==> src/rtl/game_pkg.sv <==
// Shared types and constants for the fruit-slicing game logic.
// Used by the per-frame ball update scheduler and its shared MAC.
package game_pkg;

  localparam int N_BALL  = 4;
  localparam int COORD_W = 11;
  localparam int VEL_W   = 6;
  localparam int HIT_R2  = 900;
  localparam int FLOOR_Y = 639;
  localparam int GRAVITY = 1;
  localparam int IDX_W   = $clog2(N_BALL);
  localparam int ACC_W   = 2 * COORD_W + 1;

  typedef enum logic [2:0] {
    IDLE,
    FETCH,
    SQX,
    SQY,
    DECIDE,
    DONE
  } sched_state_t;

  typedef struct packed {
    logic               active;
    logic [COORD_W-1:0] x;
    logic [COORD_W-1:0] y;
    logic [VEL_W-1:0]   vx;
    logic [VEL_W-1:0]   vy;
  } ball_t;

  function automatic logic [COORD_W-1:0] abs_diff(
    input logic [COORD_W-1:0] a,
    input logic [COORD_W-1:0] b
  );
    return (a >= b) ? (a - b) : (b - a);
  endfunction

endpackage

==> src/rtl/sq_dist_mac.sv <==
// Single squarer with accumulator; clr loads op^2, acc_en adds op^2.
// The scheduler time-shares it for dx^2 then dy^2.
module sq_dist_mac
  import game_pkg::*;
(
  input  logic               i_clk,
  input  logic               i_rst_n,
  input  logic               clr,
  input  logic               acc_en,
  input  logic [COORD_W-1:0] op,
  output logic [ACC_W-1:0]   acc
);

  logic [2*COORD_W-1:0] prod;

  assign prod = op * op;

  always_ff @(posedge i_clk or negedge i_rst_n) begin
    if (!i_rst_n) begin
      acc <= '0;
    end else if (clr) begin
      acc <= ACC_W'(prod);
    end else if (acc_en) begin
      acc <= acc + ACC_W'(prod);
    end
  end

endmodule

==> src/rtl/ball_update_sched.sv <==
// Per-frame ball sweep: hit test against the latched hand, then
// kill or integrate each active slot through one shared MAC.
module ball_update_sched
  import game_pkg::*;
(
  input  logic               i_clk,
  input  logic               i_rst_n,
  input  logic               i_frame_end,
  input  logic               i_hand_valid,
  input  logic [COORD_W-1:0] i_hand_x,
  input  logic [COORD_W-1:0] i_hand_y,
  output logic [IDX_W-1:0]   o_rd_idx,
  input  logic               i_ball_active,
  input  logic [COORD_W-1:0] i_ball_x,
  input  logic [COORD_W-1:0] i_ball_y,
  input  logic [VEL_W-1:0]   i_ball_vx,
  input  logic [VEL_W-1:0]   i_ball_vy,
  output logic               o_wr_en,
  output logic [IDX_W-1:0]   o_wr_idx,
  output logic               o_wr_kill,
  output logic [COORD_W-1:0] o_wr_x,
  output logic [COORD_W-1:0] o_wr_y,
  output logic [VEL_W-1:0]   o_wr_vy,
  output logic               o_hit,
  output logic               o_miss,
  output logic               o_busy,
  output logic               o_done,
  output logic               o_overrun
);

  sched_state_t       state;
  logic [IDX_W-1:0]   idx;
  ball_t              ball;
  logic               hv;
  logic [COORD_W-1:0] hx;
  logic [COORD_W-1:0] hy;
  logic [COORD_W-1:0] adx;
  logic [COORD_W-1:0] ady;

  logic               mac_clr;
  logic               mac_acc;
  logic [COORD_W-1:0] mac_op;
  logic [ACC_W-1:0]   acc;

  logic               last;
  logic               hit;
  logic               off;
  logic               vy_neg;
  logic               miss;
  logic               ceil;
  logic [COORD_W-1:0] x_n;
  logic [COORD_W-1:0] y_n;
  logic [VEL_W:0]     vy_sum;
  logic [VEL_W-1:0]   vy_n;

  assign o_rd_idx = idx;
  assign last     = (idx == IDX_W'(N_BALL - 1));

  assign mac_clr = (state == SQX);
  assign mac_acc = (state == SQY);
  assign mac_op  = (state == SQY) ? ady : adx;

  sq_dist_mac u_mac (
    .i_clk   (i_clk),
    .i_rst_n (i_rst_n),
    .clr     (mac_clr),
    .acc_en  (mac_acc),
    .op      (mac_op),
    .acc     (acc)
  );

  // Outcome of the slot held in DECIDE; priority is hit, miss, ceiling.
  always_comb begin
    hit    = hv && ball.active && (acc <= ACC_W'(HIT_R2));
    x_n    = ball.x + {{(COORD_W-VEL_W){ball.vx[VEL_W-1]}}, ball.vx};
    y_n    = ball.y + {{(COORD_W-VEL_W){ball.vy[VEL_W-1]}}, ball.vy};
    vy_neg = ball.vy[VEL_W-1];
    vy_sum = {ball.vy[VEL_W-1], ball.vy} + (VEL_W+1)'(GRAVITY);
    vy_n   = vy_sum[VEL_W-1:0];
    if (!vy_neg && vy_sum[VEL_W-1]) begin
      vy_n = {1'b0, {(VEL_W-1){1'b1}}};
    end
    off  = (y_n > COORD_W'(FLOOR_Y));
    miss = !hit && off && !vy_neg;
    ceil = !hit && off && vy_neg;
  end

  always_ff @(posedge i_clk or negedge i_rst_n) begin
    if (!i_rst_n) begin
      state     <= IDLE;
      idx       <= '0;
      ball      <= '0;
      hv        <= 1'b0;
      hx        <= '0;
      hy        <= '0;
      adx       <= '0;
      ady       <= '0;
      o_wr_en   <= 1'b0;
      o_wr_idx  <= '0;
      o_wr_kill <= 1'b0;
      o_wr_x    <= '0;
      o_wr_y    <= '0;
      o_wr_vy   <= '0;
      o_hit     <= 1'b0;
      o_miss    <= 1'b0;
      o_busy    <= 1'b0;
      o_done    <= 1'b0;
      o_overrun <= 1'b0;
    end else begin
      o_wr_en   <= 1'b0;
      o_wr_kill <= 1'b0;
      o_hit     <= 1'b0;
      o_miss    <= 1'b0;
      o_done    <= 1'b0;
      o_overrun <= i_frame_end && (state != IDLE);
      unique case (state)
        IDLE: begin
          if (i_frame_end) begin
            hv     <= i_hand_valid;
            hx     <= i_hand_x;
            hy     <= i_hand_y;
            idx    <= '0;
            o_busy <= 1'b1;
            state  <= FETCH;
          end
        end
        FETCH: begin
          if (!i_ball_active) begin
            if (last) state <= DONE;
            else      idx   <= idx + 1'b1;
          end else begin
            ball  <= '{active: 1'b1, x: i_ball_x, y: i_ball_y,
                       vx: i_ball_vx, vy: i_ball_vy};
            adx   <= abs_diff(hx, i_ball_x);
            ady   <= abs_diff(hy, i_ball_y);
            state <= SQX;
          end
        end
        SQX: state <= SQY;
        SQY: state <= DECIDE;
        DECIDE: begin
          o_wr_en  <= 1'b1;
          o_wr_idx <= idx;
          o_wr_x   <= x_n;
          o_wr_y   <= y_n;
          o_wr_vy  <= vy_n;
          unique case (1'b1)
            hit: begin
              o_wr_kill <= 1'b1;
              o_hit     <= 1'b1;
            end
            miss: begin
              o_wr_kill <= 1'b1;
              o_miss    <= 1'b1;
            end
            ceil: begin
              o_wr_y  <= '0;
              o_wr_vy <= '0;
            end
            default: ;
          endcase
          if (last) begin
            state <= DONE;
          end else begin
            idx   <= idx + 1'b1;
            state <= FETCH;
          end
        end
        DONE: begin
          o_done <= 1'b1;
          o_busy <= 1'b0;
          state  <= IDLE;
        end
        default: state <= IDLE;
      endcase
    end
  end

endmodule

==> config.mk <==
export PLATFORM = sky130hd
export DESIGN_NAME = ball_update_sched
export DESIGN_NICKNAME = d
export VERILOG_FILES = /design/src/rtl/game_pkg.sv /design/src/rtl/sq_dist_mac.sv /design/src/rtl/ball_update_sched.sv
export SDC_FILE = /design/constraint.sdc
export NUM_CORES = 1
export LEC_CHECK = 0
export BUFFER_PORTS_ARGS = -buffer_cell sky130_fd_sc_hd__buf_4
export CAP_MARGIN = 20
export CORE_MARGIN = 2
export CORE_UTILIZATION = 55
export DETAILED_ROUTE_END_ITERATION = 12
export PLACE_DENSITY = 0.8
export SETUP_SLACK_MARGIN = 0.3
export SYNTH_ARGS = -nofsm -noshare
export SYNTH_HDL_FRONTEND = slang
export SYNTH_HIERARCHICAL = 1
export SYNTH_SLANG_ARGS = --single-unit
==> constraint.sdc <==
create_clock -name i_clk -period 7.83 [get_ports i_clk]
set_input_delay 0.3915 -clock i_clk [delete_from_list [all_inputs] [get_ports i_clk]]
set_output_delay 0.3915 -clock i_clk [all_outputs]
set_load 0.005 [all_outputs]
# Word-level counts from Yosys, hierarchy flattened
# Index checks and enable logic that the tools add are counted.
[totals]
register_bits = 145
input_bits = 61
out_inout_bits = 39
elab_cells = 94
[classes]
addsub = 9
multipliers = 1
magnitude_cmp = 4
n_eq_ne = 9
mux = 27
n_reduce_logical = 20
[op_table]
columns = ["op", "n"]
rows = [
  ["$mux 23", 2],
  ["$mux 11", 4],
  ["$sub 11x11->11", 4],
  ["$add 23x22->23", 1],
  ["$le 23x10->1 const B", 1],
  ["$add 11x11->11", 2],
  ["$ge 11x11->1", 2],
  ["$mul 11x11->22", 1],
  ["$pmux 3 s5", 1],
  ["$mux 3", 4],
  ["$mux 6", 2],
  ["$gt 11x10->1 const B", 1],
  ["$mux 1", 9],
  ["$reduce_and 2->1", 4],
  ["$logic_and 1x1->1", 7],
  ["$add 6x2->6 const B", 1],
  ["$eq 3x2->1 const B", 2],
  ["$eq 3x3->1 const B", 2],
  ["$mux 2", 3],
  ["$pmux 2 s3", 1],
  ["$reduce_bool 3->1", 2],
  ["$ne 2x2->1 const B", 2],
  ["$reduce_bool 2->1", 2],
  ["$eq 3x1->1 const B", 1],
  ["8 further kinds", 9],
]

# Longest topological paths before layout
[logic_depth]
ltp_word = 8
ltp_mapped = 33
ltp_nobuf = 29

# Hierarchy
# Netlist, hierarchy kept.
[by_module_without_submodules]
columns = ["mod", "instances", "cells_per_inst", "area_each_um2", "seq_area_each_um2"]
rows = [
  ["ball_update_sched", 1, 856, 7639.8, 3052.9],
  ["sq_dist_mac", 1, 653, 5644.2, 575.6],
]

# Worst setup path before layout
# No wires, ideal clock.
[synth_timing]
path_type = "register -> register"
from = "register state[2]"
to = "register u_mac.acc[22]"
setup_time_ns = 0.128
arrival_ns = 7.563
required_ns = 7.702
path_slack_ns = 0.140
stages_incl_launch_ff = 34
n_path_buf = 4
period_less_slack_ns = 7.690
path_cell_list = "dfrtp_1 > clkbuf_1 > nand3b_1 > buf_1 > mux2_2 > clkbuf_1 > nand2_1 > fa_1 > inv_1 > fa_1 > inv_1 > fa_1 > inv_1 > fa_1 > inv_1 > fa_1 > inv_1 > ha_1 > or2_2 > a21oi_1 > inv_1 > o211a_1 > o21ai_0 > nand2_1 > xor2_1 > ha_1 > buf_6 > a21oi_2 > o21ai_1 > a2111oi_2 > a21oi_2 > a41oi_2 > a21oi_1 > mux2_1"
[synth_via]
elab_chain_cells = 6
word_cells_on_any_way = 8
classes_between = "add/sub: 1; mul: 1; eq/ne: 2; mux: 3; reduce/logical: 1"
[synth_lines]
columns = ["item", "line", "text"]
rows = [
  ["start, declared", "ball_update_sched.sv:31", "sched_state_t state;"],
  ["start signal, assigned", "ball_update_sched.sv:90", "state <= IDLE;"],
  ["start signal, assigned", "ball_update_sched.sv:124", "state <= FETCH;"],
  ["start signal, assigned", "ball_update_sched.sv:129", "if (last) state <= DONE;"],
  ["$eq 3x2->1", "ball_update_sched.sv:61", "assign mac_op = (state == SQY) ? ady : adx;"],
  ["$mux 11", "ball_update_sched.sv:61", ""],
  ["net mac_op[2]", "ball_update_sched.sv:42", "logic [COORD_W-1:0] mac_op;"],
  ["$mul 11x11->22", "sq_dist_mac.sv:16", "assign prod = op * op;"],
  ["$add 23x22->23", "sq_dist_mac.sv:24", "acc <= acc + ACC_W'(prod);"],
  ["$mux 23", "sq_dist_mac.sv:23", "end else if (acc_en) begin"],
  ["$mux 23", "sq_dist_mac.sv:21", "end else if (clr) begin"],
  ["end signal, assigned", "sq_dist_mac.sv:22", "acc <= ACC_W'(prod);"],
  ["end signal, assigned", "sq_dist_mac.sv:24", ""],
  ["end, declared", "sq_dist_mac.sv:11", "output logic [ACC_W-1:0] acc"],
]
# The timed path passes the listed nets, and every way through them passes these cells. The select of a mux whose other input is x is not followed.
# A chain may end at the register's enable or synchronous reset.

# Worst setup path in the final report
[layout_timing]
from = "register state[2]"
to = "register u_mac.acc[21]"
[layout_via]
elab_chain_cells = 6
word_cells_on_any_way = 8
classes_between = "add/sub: 1; mul: 1; eq/ne: 2; mux: 3; reduce/logical: 1"
[layout_lines]
columns = ["item", "line"]
rows = [
  ["$eq 3x2->1 *", "ball_update_sched.sv:61"],
  ["$mux 11 *", "ball_update_sched.sv:61"],
  ["net mac_op[7]", "ball_update_sched.sv:42"],
  ["$mul 11x11->22 *", "sq_dist_mac.sv:16"],
  ["$add 23x22->23", "sq_dist_mac.sv:24"],
  ["$mux 23", "sq_dist_mac.sv:23"],
  ["$mux 23 *", "sq_dist_mac.sv:21"],
]
# Mark *: on every way through the listed nets, which the timed path passes. The rest lies on a longest branch. The select of a mux whose other input is x is not followed.

==> impl_table.tex <==
\begin{tabular}{lr}
\hline
Metric & Value \\
\hline
\multicolumn{2}{l}{\textbf{Status}} \\
\quad Outcome & finished clean \\
\multicolumn{2}{l}{\textbf{Critical path}} \\
\quad Flop-to-flop setup slack & 0.46 ns \\
\quad Crit Reg-Reg Endpoint & u\_mac/acc[21] \\
\quad Crit Path Category & reg2reg \\
\quad CP peak stage delay & 0.57 ns \\
\quad Worst EP required & 8.15 ns \\
\quad Bufs and invs on worst path & 8 \\
\quad Launching element type of the critical path & flop \\
\quad Critical R2R Launch & state[2] \\
\quad Arr. time, crit path & 7.68 ns \\
\quad Max stage delay cell, worst path & sky130\_fd\_sc\_hd\_\_fa\_1 \\
\quad Highest net fanout along the worst path & 8 \\
\quad Gate family responsible for the most delay along the worst path & adder cells \\
\quad Reg2reg path depth & 31 \\
\quad Sort of element at the end of the critical path & flop \\
\multicolumn{2}{l}{\textbf{Place}} \\
\quad Port Buffer Count & 99 \\
\quad Routability-driven placement congestion ratio & 0.8907 \\
\quad Detailed placement HPWL & 23.91 mm \\
\multicolumn{2}{l}{\textbf{Yosys}} \\
\quad Sequential-to-total area share from yosys stat & 27.31\% \\
\quad \#FFs+latches synth & 145 \\
\quad Area share of the largest cell type after synthesis & 27.31\% \\
\quad Syn Inst Count & 1,509 \\
\quad Synthesis warning total & 6 \\
\quad Synth Flop Type & sky130\_fd\_sc\_hd\_\_dfrtp\_1 \\
\quad Synthesized Nets & 1,783 \\
\quad Number of distinct library cells after synthesis & 88 \\
\quad Cell type with the highest aggregate area in the netlist & sky130\_fd\_sc\_hd\_\_dfrtp\_1 \\
\quad Synth async-reset ratio & 100.0\% \\
\quad Number of enable flip-flop cells after synthesis & 0 \\
\quad Top cells by area, synth & sky130\_fd\_sc\_hd\_\_dfrtp\_1 (27\%), sky130\_fd\_sc\_hd\_\_ha\_1 (13\%), sky130\_fd\_sc\_hd\_\_fa\_1 (11\%) \\
\quad Syn Std Cell Area & 0.01328 mm² \\
\quad Avg Inst Size Synth & 8.803 µm² \\
\multicolumn{2}{l}{\textbf{Global route}} \\
\quad Initial antenna violation count & 0 \\
\quad Busiest layer in global routing & met2 \\
\quad Met1 usage in global routing & 34.81\% \\
\quad Pin count of the biggest net entering global routing & 93 \\
\quad Final global-route overflow total & 0 \\
\quad First-pass GRT wire length & 53.35 mm \\
\quad Via count of the first global-routing pass & 11,000 \\
\quad GR met2 Demand/Resource & 42.65\% \\
\quad Total track usage & 25.62\% \\
\quad Met3 global-route usage & 3.282\% \\
\multicolumn{2}{l}{\textbf{STA}} \\
\quad Final setup vio count & 0 \\
\quad Fin. Hold Viols & 0 \\
\quad Transition at the pin with the smallest max-transition slack & 0.8194 ns \\
\quad Number of max-slew violations in the final report & 0 \\
\quad Final critical-path share of the clock period & 94.08\% \\
\quad Relative slew slack & 45.38\% \\
\quad Max Clock Freq & 135.8 MHz \\
\quad Setup skew after layout & 0.01172 ns \\
\quad Setup repair after global routing missed its margin & no \\
\quad Min Clock Period, post-route & 7.366 ns \\
\quad Setup TNS & 0 ns \\
\multicolumn{2}{l}{\textbf{Clock tree}} \\
\quad Deepest level of the CTS H-tree & 4 \\
\quad Clock root buffer & sky130\_fd\_sc\_hd\_\_clkbuf\_16 \\
\quad Reg clk slew, reported paths & 0.07 ns \\
\quad Clock latency on the worst-skew pair & 0.44 ns \\
\quad Clk sinks & 145 \\
\quad Largest buffer count on any clock path & 2 \\
\quad Number of buffers created by CTS & 17 \\
\quad TritonCTS clock tree & yes \\
\multicolumn{2}{l}{\textbf{Min path}} \\
\quad Worst min-delay path startpoint & i\_ball\_vy[4] \\
\quad Worst hold-check path type & in2reg \\
\quad Hold Path Depth & 3 \\
\quad WHS Endpoint & ball[4] \\
\multicolumn{2}{l}{\textbf{Layout}} \\
\quad Fill cell count & 1,904 \\
\quad Relative area change from synthesis to final layout & 14.70\% \\
\quad Final net count & 1,874 \\
\quad Fraction of final layout cells with drive strength greater than 1 & 14.82\% \\
\quad Antenna diodes & 0 \\
\multicolumn{2}{l}{\textbf{Drt}} \\
\quad DRC violation count after routing & 0 \\
\quad Routed WL per cell & 16.78 µm \\
\quad Number of nets with antenna violations after routing & 0 \\
\quad Total wire length after detailed routing & 32.42 mm \\
\quad DR iter-0 viols & 773 \\
\quad First-pass DRT Iterations & 5 \\
\quad Vias after detailed routing & 11,050 \\
\quad Average vias per placed instance & 5.719 \\
\multicolumn{2}{l}{\textbf{Die}} \\
\quad Starting density of the core & 56.26\% \\
\quad Die Area & 0.02541 mm² \\
\quad Number of placement rows & 56 \\
\quad IO Pins & 100 \\
\quad Die height & 159.4 µm \\
\quad CORE AREA & 0.02361 mm² \\
\quad X dimension of the die & 159.4 µm \\
\multicolumn{2}{l}{\textbf{Job}} \\
\quad Max Cap Viol & 0 \\
\hline
\end{tabular}
==> tightest hold or removal path, stage by stage <==
cell                      delay (ns)
sky130_fd_sc_hd__buf_4          0.08
sky130_fd_sc_hd__nand2_1        0.04
sky130_fd_sc_hd__nand2_1        0.04
==> worst max-delay path by stage <==
stage	depth (start not counted)	from	end	slack, ns
final	31	state[2]	u_mac/acc[21]	0.46
after global routing	31	state[2]	u_mac/acc[21]	0.25
after CTS	27	state[1]	u_mac/acc[22]	0.34
after detailed placement	30	state[1]	u_mac/acc[22]	0.20
after global placement	30	state[1]	u_mac/acc[22]	0.34
after floorplan	33	state[2]	u_mac/acc[22]	0.32
==> metal layers <==
| metal | wire, µm | up-vias |
|---|---|---|
| met3 | 1435 | 71 |
| met5 | 0 | - |
| li1 | - | 5356 |
| met1 | 14740 | 5299 |
| met2 | 15440 | 324 |
| met4 | 804 | 0 |
==> per-stage QoR <==
step | instance area (µm²) | setup WS [ns] | utilization (%) | hold slack (ns) | cells
floorplan | 13290 | 0.3200 | - | 0.09591 | 1509
global placement | 14250 | 0.3357 | 60.36 | 0.4167 | 1876
detailed placement | 14250 | 0.1998 | 60.36 | 0.4225 | 1876
CTS | 14930 | 0.3355 | 63.23 | 0.1316 | 1910
global route | 15240 | 0.2461 | 64.53 | 0.1455 | 1932
finish | 15240 | 0.4637 | 64.53 | 0.1457 | 1932
==> cells by family (layout without fill, tap and decap cells) <==
family                     count (synthesis)  after routing  synth area share (%)
and+or+nand+nor                          419            419                 14.86
xor gates and xnor gates                  62             62                 4.088
AOI/OAI and AO/OA                        389            389                 19.26
buffers and inverters                    238            342                 6.998
muxes                                     43             43                 3.457
DFF                                      145            145                 27.31
adders and majority gates                213            213                 24.02
==> cell usage in the layout, fill, tap and decap left out, types with 37 or more instances in the layout <==
master	n
sky130_fd_sc_hd__nand2_1	192
sky130_fd_sc_hd__inv_1	173
sky130_fd_sc_hd__dfrtp_1	143
sky130_fd_sc_hd__ha_1	139
sky130_fd_sc_hd__buf_4	129
sky130_fd_sc_hd__o21ai_0	120
sky130_fd_sc_hd__a21oi_1	76
sky130_fd_sc_hd__fa_1	69
sky130_fd_sc_hd__nor2_1	58
sky130_fd_sc_hd__xnor2_1	42
sky130_fd_sc_hd__a21o_1	37
==> Yosys cell counts, types with 36 or more instances <==
cell and count:
sky130_fd_sc_hd__xnor2_1 45, sky130_fd_sc_hd__inv_1 174, sky130_fd_sc_hd__clkbuf_1 49, sky130_fd_sc_hd__and2_1 36, sky130_fd_sc_hd__ha_1 143, sky130_fd_sc_hd__fa_1 70
sky130_fd_sc_hd__nor2_1 60, sky130_fd_sc_hd__o21ai_0 121, sky130_fd_sc_hd__a21o_1 37, sky130_fd_sc_hd__a21oi_1 79, sky130_fd_sc_hd__dfrtp_1 145, sky130_fd_sc_hd__nand2_1 193
==> cell type report <==
cell class              instances  area [µm²]  area share [%]
well taps                     319       399.1           2.619
clock buffers                  18       439.2           2.882
repair buffers                134        1040           6.824
flip-flops and latches        145        3631           23.83
clock inverters                14       195.2           1.281
multi-input cells            1126        8872           58.23
inverters                     176       660.6           4.336
==> registers in the layout, summed over array words and instances (netlist names), 3 cells and up <==
register,flops
adx,11
ady,11
ball,35
hx,11
hy,11
o_wr_vy,6
o_wr_x,11
o_wr_y,11
state,3
u_mac/acc,23
==> timing repair <==
item,4_1_cts,5_1_grt
endpoints found under the setup margin,3,7
cloned,0,1
gates resized for setup,8,29
pin swaps,2,14
hold buffers,1,0
setup buffers,1,20
hold endpoints to repair,63,0
Power is not shown: default switching activity piles up to over one toggle a cycle in this logic, so the estimate is an artifact.
